--- src/rtl/jogo_sequencia_param_if.sv ---
// Signal bundle between the sequence-memory game core and the board/debug logic.
// The game core takes the slave side; whoever drives the buttons takes the master side.
interface jogo_sequencia_param_if #(
   parameter int N_BOTOES    = 4,
   parameter int RODADAS_MAX = 16
);
   localparam int W = $clog2(RODADAS_MAX);

   logic                iniciar;
   logic [N_BOTOES-1:0] botoes;
   logic [N_BOTOES-1:0] leds;
   logic                pronto;
   logic                ganhou;
   logic                perdeu;
   logic                db_timeout;
   logic                db_tem_jogada;
   logic [W-1:0]        db_rodada;
   logic [W-1:0]        db_contagem;
   logic [3:0]          db_estado;

   modport master (
      output iniciar, botoes,
      input  leds, pronto, ganhou, perdeu,
      input  db_timeout, db_tem_jogada, db_rodada, db_contagem, db_estado
   );

   modport slave (
      input  iniciar, botoes,
      output leds, pronto, ganhou, perdeu,
      output db_timeout, db_tem_jogada, db_rodada, db_contagem, db_estado
   );
endinterface

--- src/rtl/jogo_sequencia_param.sv ---
// Sequence-memory game core: the player replays a stored one-hot sequence and
// appends one play per round; win after RODADAS_MAX rounds, loss on error/timeout.
module jogo_sequencia_param #(
   parameter int                  N_BOTOES       = 4,
   parameter int                  RODADAS_MAX    = 16,
   parameter int                  TIMEOUT_CICLOS = 5000,
   parameter int                  MOSTRA_CICLOS  = 1000,
   parameter logic [N_BOTOES-1:0] JOGADA_INICIAL = N_BOTOES'(1)
) (
   input  logic                  clock,
   input  logic                  reset,
   jogo_sequencia_param_if.slave bus
);
   localparam int W    = $clog2(RODADAS_MAX);
   localparam int TMAX = (TIMEOUT_CICLOS > MOSTRA_CICLOS) ? TIMEOUT_CICLOS : MOSTRA_CICLOS;
   localparam int TW   = $clog2(TMAX + 1);

   typedef enum logic [3:0] {
      INICIAL     = 4'd0,
      PREPARA     = 4'd1,
      MOSTRA      = 4'd2,
      ESPERA      = 4'd3,
      COMPARA     = 4'd4,
      ESPERA_NOVA = 4'd5,
      GRAVA       = 4'd6,
      FIM_GANHOU  = 4'd7,
      FIM_PERDEU  = 4'd8
   } estado_t;

   estado_t             state_reg, state_next;
   logic [N_BOTOES-1:0] botoes_q_reg;
   logic                ativo_reg;
   logic [N_BOTOES-1:0] jogada_reg;
   logic [N_BOTOES-1:0] ram_q_reg;
   logic [W-1:0]        rodada_reg, rodada_next;
   logic [W-1:0]        contagem_reg, contagem_next;
   logic                timeout_reg, timeout_next;
   logic [TW-1:0]       timer_reg, timer_next;
   logic                tem_jogada;
   logic                timer_fim, mostra_fim;
   logic                ram_we;
   logic [W-1:0]        ram_waddr;
   logic [N_BOTOES-1:0] ram_wdata;
   logic [N_BOTOES-1:0] mem [RODADAS_MAX];

   function automatic logic eh_one_hot(input logic [N_BOTOES-1:0] v);
      return (v != '0) && ((v & (v - 1'b1)) == '0);
   endfunction

   // A play is the rising edge of "any button held"; holding or changing buttons
   // without releasing all of them does not produce another play.
   assign tem_jogada = (|botoes_q_reg) & ~ativo_reg;
   assign timer_fim  = (timer_reg == TW'(TIMEOUT_CICLOS - 1));
   assign mostra_fim = (timer_reg == TW'(MOSTRA_CICLOS - 1));

   always_ff @(posedge clock) begin
      if (ram_we) begin
         mem[ram_waddr] <= ram_wdata;
      end
      ram_q_reg <= mem[contagem_reg];
   end

   always_ff @(posedge clock) begin
      if (reset) begin
         state_reg    <= INICIAL;
         botoes_q_reg <= '0;
         ativo_reg    <= 1'b0;
         jogada_reg   <= '0;
         rodada_reg   <= '0;
         contagem_reg <= '0;
         timeout_reg  <= 1'b0;
         timer_reg    <= '0;
      end else begin
         state_reg    <= state_next;
         botoes_q_reg <= bus.botoes;
         ativo_reg    <= |botoes_q_reg;
         if (tem_jogada) begin
            jogada_reg <= botoes_q_reg;
         end
         rodada_reg   <= rodada_next;
         contagem_reg <= contagem_next;
         timeout_reg  <= timeout_next;
         timer_reg    <= timer_next;
      end
   end

   always_comb begin
      state_next    = state_reg;
      rodada_next   = rodada_reg;
      contagem_next = contagem_reg;
      timeout_next  = timeout_reg;
      ram_we        = 1'b0;
      ram_waddr     = rodada_reg + 1'b1;
      ram_wdata     = jogada_reg;

      case (state_reg)
         INICIAL: begin
            if (bus.iniciar) state_next = PREPARA;
         end
         PREPARA: begin
            ram_we     = 1'b1;
            ram_waddr  = '0;
            ram_wdata  = JOGADA_INICIAL;
            state_next = MOSTRA;
         end
         MOSTRA: begin
            if (mostra_fim) state_next = ESPERA;
         end
         ESPERA: begin
            if (tem_jogada) begin
               state_next = COMPARA;
            end else if (timer_fim) begin
               state_next   = FIM_PERDEU;
               timeout_next = 1'b1;
            end
         end
         COMPARA: begin
            if (!eh_one_hot(jogada_reg) || (jogada_reg != ram_q_reg)) begin
               state_next = FIM_PERDEU;
            end else if (contagem_reg != rodada_reg) begin
               contagem_next = contagem_reg + 1'b1;
               state_next    = ESPERA;
            end else if (rodada_reg == W'(RODADAS_MAX - 1)) begin
               state_next = FIM_GANHOU;
            end else begin
               state_next = ESPERA_NOVA;
            end
         end
         ESPERA_NOVA: begin
            // A multi-hot press here is simply not a new play; the timer keeps running.
            if (tem_jogada && eh_one_hot(botoes_q_reg)) begin
               state_next = GRAVA;
            end else if (timer_fim) begin
               state_next   = FIM_PERDEU;
               timeout_next = 1'b1;
            end
         end
         GRAVA: begin
            ram_we        = 1'b1;
            rodada_next   = rodada_reg + 1'b1;
            contagem_next = '0;
            state_next    = ESPERA;
         end
         FIM_GANHOU, FIM_PERDEU: begin
            if (bus.iniciar) state_next = PREPARA;
         end
         default: state_next = INICIAL;
      endcase

      // Clearing on entry to PREPARA makes the debug outputs read zero while in PREPARA.
      if (state_next == PREPARA) begin
         rodada_next   = '0;
         contagem_next = '0;
         timeout_next  = 1'b0;
      end

      if (state_next != state_reg) begin
         timer_next = '0;
      end else if (timer_reg == {TW{1'b1}}) begin
         timer_next = timer_reg;
      end else begin
         timer_next = timer_reg + 1'b1;
      end
   end

   // RAM[0] always holds JOGADA_INICIAL while showing, so the constant is shown directly.
   always_comb begin
      case (state_reg)
         MOSTRA:                       bus.leds = JOGADA_INICIAL;
         ESPERA, ESPERA_NOVA, COMPARA: bus.leds = botoes_q_reg;
         default:                      bus.leds = '0;
      endcase
   end

   assign bus.pronto        = (state_reg == FIM_GANHOU) || (state_reg == FIM_PERDEU);
   assign bus.ganhou        = (state_reg == FIM_GANHOU);
   assign bus.perdeu        = (state_reg == FIM_PERDEU);
   assign bus.db_timeout    = timeout_reg;
   assign bus.db_tem_jogada = tem_jogada;
   assign bus.db_rodada     = rodada_reg;
   assign bus.db_contagem   = contagem_reg;
   assign bus.db_estado     = state_reg;
endmodule
--- src/flat_wrapper.sv ---
// flat-port wrapper written by rule: the top's interface ports become plain ports
module jogo_sequencia_param_flat 
#(
   parameter int                  N_BOTOES       = 4,
   parameter int                  RODADAS_MAX    = 16,
   parameter int                  TIMEOUT_CICLOS = 5000,
   parameter int                  MOSTRA_CICLOS  = 1000,
   parameter logic [N_BOTOES-1:0] JOGADA_INICIAL = N_BOTOES'(1)
)
  (clock, reset, bus_iniciar, bus_botoes, bus_leds, bus_pronto, bus_ganhou, bus_perdeu, bus_db_timeout, bus_db_tem_jogada, bus_db_rodada, bus_db_contagem, bus_db_estado);
  jogo_sequencia_param_if #(.N_BOTOES(N_BOTOES), .RODADAS_MAX(RODADAS_MAX)) bus_i ();
  input  logic clock;
  input  logic reset;
  input wire logic [$bits(bus_i.iniciar)-1:0] bus_iniciar;
  input wire logic [$bits(bus_i.botoes)-1:0] bus_botoes;
  output wire logic [$bits(bus_i.leds)-1:0] bus_leds;
  output wire logic [$bits(bus_i.pronto)-1:0] bus_pronto;
  output wire logic [$bits(bus_i.ganhou)-1:0] bus_ganhou;
  output wire logic [$bits(bus_i.perdeu)-1:0] bus_perdeu;
  output wire logic [$bits(bus_i.db_timeout)-1:0] bus_db_timeout;
  output wire logic [$bits(bus_i.db_tem_jogada)-1:0] bus_db_tem_jogada;
  output wire logic [$bits(bus_i.db_rodada)-1:0] bus_db_rodada;
  output wire logic [$bits(bus_i.db_contagem)-1:0] bus_db_contagem;
  output wire logic [$bits(bus_i.db_estado)-1:0] bus_db_estado;
  assign bus_i.iniciar = bus_iniciar;
  assign bus_i.botoes = bus_botoes;
  assign bus_leds = bus_i.leds;
  assign bus_pronto = bus_i.pronto;
  assign bus_ganhou = bus_i.ganhou;
  assign bus_perdeu = bus_i.perdeu;
  assign bus_db_timeout = bus_i.db_timeout;
  assign bus_db_tem_jogada = bus_i.db_tem_jogada;
  assign bus_db_rodada = bus_i.db_rodada;
  assign bus_db_contagem = bus_i.db_contagem;
  assign bus_db_estado = bus_i.db_estado;
  jogo_sequencia_param #(.N_BOTOES(N_BOTOES), .RODADAS_MAX(RODADAS_MAX), .TIMEOUT_CICLOS(TIMEOUT_CICLOS), .MOSTRA_CICLOS(MOSTRA_CICLOS), .JOGADA_INICIAL(JOGADA_INICIAL)) u_core (.clock(clock), .reset(reset), .bus(bus_i));
endmodule
--- config.mk ---
export PLATFORM = sky130hd
export DESIGN_NAME = jogo_sequencia_param_flat
export DESIGN_NICKNAME = d
export VERILOG_FILES = /design/src/rtl/jogo_sequencia_param_if.sv /design/src/rtl/jogo_sequencia_param.sv /design/src/flat_wrapper.sv
export SDC_FILE = /design/constraint.sdc
export NUM_CORES = 1
export LEC_CHECK = 0
export ABC_AREA = 1
export CAP_MARGIN = 0
export CELL_PAD_IN_SITES_DETAIL_PLACEMENT = 0
export CELL_PAD_IN_SITES_GLOBAL_PLACEMENT = 2
export CORE_ASPECT_RATIO = 2
export CORE_MARGIN = 2
export CORE_UTILIZATION = 39
export CTS_BUF_LIST = sky130_fd_sc_hd__clkbuf_8
export DETAILED_ROUTE_END_ITERATION = 16
export HOLD_SLACK_MARGIN = 0.03
export PLACE_DENSITY_LB_ADDON = 0.15
export SETUP_SLACK_MARGIN = 0.02
export SYNTH_ARGS = -nofsm -noshare
export SYNTH_HDL_FRONTEND = slang
export SYNTH_SLANG_ARGS = --single-unit
--- constraint.sdc ---
create_clock -name clock -period 1.95 [get_ports clock]
set_input_delay 0.4875 -clock clock [delete_from_list [all_inputs] [get_ports clock]]
set_output_delay 0.4875 -clock clock [all_outputs]
set_load 0.02 [all_outputs]
# After elaboration in Yosys (flattened, before gate mapping)
# Memory sizes are Yosys's and may differ from the RTL's. A register that Yosys moved wholly into a read port is not among the register bits.
# Index checks and enable logic that the tools add are counted.
# totals
ramBits	64
out_inout_bits	21
register_bits	35
inputBits	7
memories	1
# mem_list
name	words	width	read_ports	rd_clocked_by_memory_dff	write_ports	line	text
u_core.mem	16	4	1	1	1	jogo_sequencia_param.sv:44	logic [N_BOTOES-1:0] mem [RODADAS_MAX];
# classes
add_sub_neg	5
eq_ne	20
muxes	22
n_reduce_logical	21
n_bitwise	4
# op_table
operator	count
$mux W4	11
$pmux W4 S7	1
$eq A13 B13 Y1 const B	2
$eq A4 B3 Y1 const B	4
$pmux W4 S2	2
$add A13 B1 Y13 const B	1
$eq A13 B10 Y1 const B	1
$logic_not A4 Y1	3
$ne A4 B4 Y1	3
$add A4 B1 Y4 const B	2
$and A4 B4 Y4	2
$eq A4 B1 Y1 const B	2
$eq A4 B2 Y1 const B	2
$eq A4 B4 Y1 const B	2
$reduce_bool A4 Y1	2
$sub A4 B1 Y4 const B	2
$mux W1	6
$ne A2 B2 Y1 const B	3
$reduce_and A3 Y1	2
$reduce_or A2 Y1	3
$reduce_or A3 Y1	2
$reduce_bool A2 Y1	2
$reduce_or A4 Y1	1
$logic_and A1 B1 Y1	3
7 further kinds	8

# Longest topological paths before layout
# Gate-level depths: netlist of the first run.
# depth
depth_word	10
mapped_depth	14

# Worst setup path after synthesis of the first run
# Ideal clock, no wire load.
# synth_timing
path_type	reg-to-output
from	reg u_core.state_reg[2] (netlist: u_core.bus.db_estado[2])
to	out bus_leds[0]
t_required_ns	1.462
arrival_time_ns	1.338
stages_incl_launch_ff	9
n_path_buf	0
setup_slack_ns	0.124
path_cell_list	dfxtp_1 nand2_1 nor2_2 inv_2 nor2_4 inv_1 nand2_1 nand2_1 o21ai_0
# synth_via
elab_chain_len	3
# synth_rtl
item	line	text
from (decl)	jogo_sequencia_param.sv:30	estado_t state_reg, state_next;
from (signal assigned)	jogo_sequencia_param.sv:74	state_reg <= state_next;
$eq A4 B2 Y1 or $eq A4 B3 Y1 (tied branches)	jogo_sequencia_param.sv:168	case (state_reg)
$reduce_or A3 Y1	jogo_sequencia_param.sv:168	
$pmux W4 S2 (*)	jogo_sequencia_param.sv:168	
to (decl)	flat_wrapper.sv:16	output wire logic [$bits(bus_i.leds)-1:0] bus_leds;
# Mark *: on every way between the ends. The rest lies on a longest branch, timed or not.

# Worst setup path after layout of the first run
# layout_timing
from	reg u_core.state_reg[3] (netlist: u_core.bus.db_estado[3])
to	out bus_leds[0]
# The elaborated chain is that of the path after synthesis.

==> metrics.txt, run 1 <==
Inserted Diodes 0; DIE HEIGHT 162 um; Post-synth ARST share 0; status finished with violations; Final WS setup -0.0152 ns; most common cell after layout, fill and taps aside nand2_1; Max-slew headroom 0.501; max reg flops 64; synthesized instance count about 530; Clock Latency Late Sink around 0.37 ns; Post-Route WL 12200 um; combinational fraction of design power 0.293; sequential area share after synthesis 0.559; initial core utilization 0.399; Final Hold Fails 0; maximum vdd drop ~0.49 mV; CTS max path bufs 2; Iter 0 DRT Violations 166; Area contributors post-synth edfxtp_1 40%, dfxtp_1 16%, nor2_1 7.4%, nand2_1 7.0%, inv_1 3.6%; final hold slack 0.512 ns; sw frac 0.329; CTS buffer count 9; Synth Warn # 0; CP Data Required Time ~1.5 ns; share of power burned in registers 0.473; detailed-route DRC error count 0; Max Slew Vio Count 0; Antenna Nets Post-Route 0; violated checks negative setup slack; Final Util 0.504; clock network power share 0.234; fillers 1185; Highest Clock Rate 0.509 GHz; critical path capture point type primary output; Post-synth EDFFs 64; Sink Count ~100; global-route wire length before repair 18700 um; hold_buf cts 0; H-tree Lvls 3; crit share post-route 1.01; initial antenna violation count 0; setup TNS -0.0152 ns; TritonCTS clock tree built; number of global-route vias before repair 3775; Vias 3792; crit path kind reg -> out; Core ar. 12100 um2; leak pwr 0.00245 uW; top-level I/O count 28; average wire per standard cell between 15 and 20 um; RSZ-0062 raised after global routing yes; num rows between 50 and 60; pwr dens 889 nW/um2; DPL Wire Length just over 9000 um; critical path arrival 1.48 ns; area added between synthesis and finish 26.3%; root buffer cell clkbuf_8; max-capacitance violation count 0; worst-path fanout max 4; skew final 0.00967 ns; drt via density 4.91; NetSw roughly 1800 uW; Final setup viols 1; Yosys cell types 35; Pint between 3000 and 4000 uW; Worst Tran Pin Value 0.748 ns; top_reg_cell synth edfxtp_1; Critical Path Source Type register; grt ovf 0; synthesized cell area 4840 um2; Synth top area share 0.397; mean area per synthesized cell 9.20 um2; Tmin final 1.97 ns; commonest non-fill, non-tap cells in the layout 83 x nand2_1, 80 x nor2_1, 69 x buf_4, 64 x edfxtp_1, 44 x inv_1; #FFs+latches synth 103; pre-CTS WS -0.223 ns; syn_nets about 540; DIE WIDTH around 83 um; area leader, netlist edfxtp_1; Initial DRT Pass Iterations 5; largest net degree at the start of global routing 36; die area 13400 um2; port bufs 27; placed insts 746; routability cong. ~0.83; Hold Path Class reg -> reg; Clk pin slew, worst setup/hold paths 0.10 ns; fin cells 772; gr usage total 0.192; # nets final 630; ratio of cells with drive above 1 in the final layout 0.298
==> power groups by stage <==
stage	logic [uW]	clock network, uW	registers, uW
after floorplan	769	0	2610
after global placement	1420	0	2600
after detailed placement	1430	0	2600
after CTS	1450	1310	2560
after global routing	1740	1400	2580
final	1590	1270	2570
==> final timing paths <==
kind / depth (start not counted) / end / slack (ns) / from
worst max-delay path: 9 / bus_leds[0] / -0.02 / u_core.bus.db_estado[3]$_SDFF_PP0_
worst min-delay path: 2 / u_core.jogada_reg[0]$_SDFFE_PP0P_ / 0.51 / u_core.jogada_reg[0]$_SDFFE_PP0P_
worst max register to register: 14 / u_core.bus.db_estado[2]$_SDFF_PP0_ / 0.06 / u_core.bus.db_estado[3]$_SDFF_PP0_
worst min register to register: 2 / u_core.jogada_reg[0]$_SDFFE_PP0P_ / 0.51 / u_core.jogada_reg[0]$_SDFFE_PP0P_
==> critical path: stages, from the launching register on <==
cell	delay, ns
dfxtp_4	0.38
inv_2	0.04
buf_4	0.14
nand2_4	0.07
nor2_2	0.04
nor2_2	0.12
nand2_4	0.08
nand2_2	0.06
o21ai_2	0.05
buf_6	0.12
==> metal layers <==
| metal | global-route usage | wire (um) | vias up |
|---|---|---|---|
| met1 | 0.179 | 4090 | 1757 |
| met4 | 0.0857 | 500 | 0 |
| li1 | - | - | 1930 |
| met3 | 0.0296 | 338 | 28 |
| met2 | 0.382 | 7300 | 77 |
| met5 | 0 | 0 | - |
==> synthesized netlist by cell type, types with 2 or more instances <==
| cell type | n |
|---|---|
| a21oi_1 | 8 |
| nand2_2 | 10 |
| inv_1 | 46 |
| nor2_2 | 17 |
| nor3_1 | 5 |
| edfxtp_1 | 64 |
| xor2_1 | 14 |
| o32ai_1 | 2 |
| inv_2 | 10 |
| nor2_1 | 96 |
| o221ai_1 | 13 |
| buf_1 | 2 |
| buf_2 | 5 |
| xnor2_1 | 3 |
| nand3_2 | 5 |
| ha_1 | 3 |
| a31oi_1 | 2 |
| o21ai_0 | 32 |
| dfxtp_1 | 39 |
| clkbuf_1 | 6 |
| nand4_1 | 3 |
| nand3_1 | 24 |
| o211ai_1 | 2 |
| mux2i_1 | 13 |
| nor2_4 | 3 |
| nand2_1 | 90 |
==> repair_timing <==
action / in CTS / in global routing
cloned: 0 / 1
resized for setup: 70 / 43
pin swaps: 4 / 9
endpoints found under the setup margin: 90 / 71
setup buffers: 4 / 5
==> area by class of cell <==
cell class              count  area [um2]  share of cell area
clock inverters             7        66.3              0.0109
clock buffers               9         124              0.0203
inverters                  57         220              0.0360
well taps                 147         184              0.0301
multi-input cells         351        1970               0.323
repair buffers             98         820               0.134
flip-flops and latches    103        2720               0.445
==> through the flow <==
step / power (uW) / cell area (um2)
2_1_floorplan: 3380 / 4840
3_3_place_gp: 4030 / 5720
3_5_place_dp: 4030 / 5720
4_1_cts: 5330 / 5950
5_1_grt: 5720 / 6110
6_report: 5430 / 6110
==> kinds of logic after synthesis <==
kind of cell             share of synthesized area
AO/OA/AOI/OAI                               0.0773
XOR/XNOR                                    0.0308
adder cells (fa/ha/maj)                    0.00776
buffers and inverters                       0.0605
flip-flops                                   0.559
multiplexers                                0.0269
AND/OR/NAND/NOR                              0.238
No activity file was read; power rests on OpenSTA's default activity.
==> run 2: changes to the inputs <==
--- a/config.mk
+++ b/config.mk
@@ -17,6 +17,7 @@
 export HOLD_SLACK_MARGIN = 0.03
 export PLACE_DENSITY_LB_ADDON = 0.15
 export SETUP_SLACK_MARGIN = 0.02
+export SLEW_MARGIN = 20
 export SYNTH_ARGS = -nofsm -noshare
 export SYNTH_HDL_FRONTEND = slang
 export SYNTH_SLANG_ARGS = --single-unit
==> results of run 2 <==
The final DEF is identical to that of run 1; final timing and power are the same.
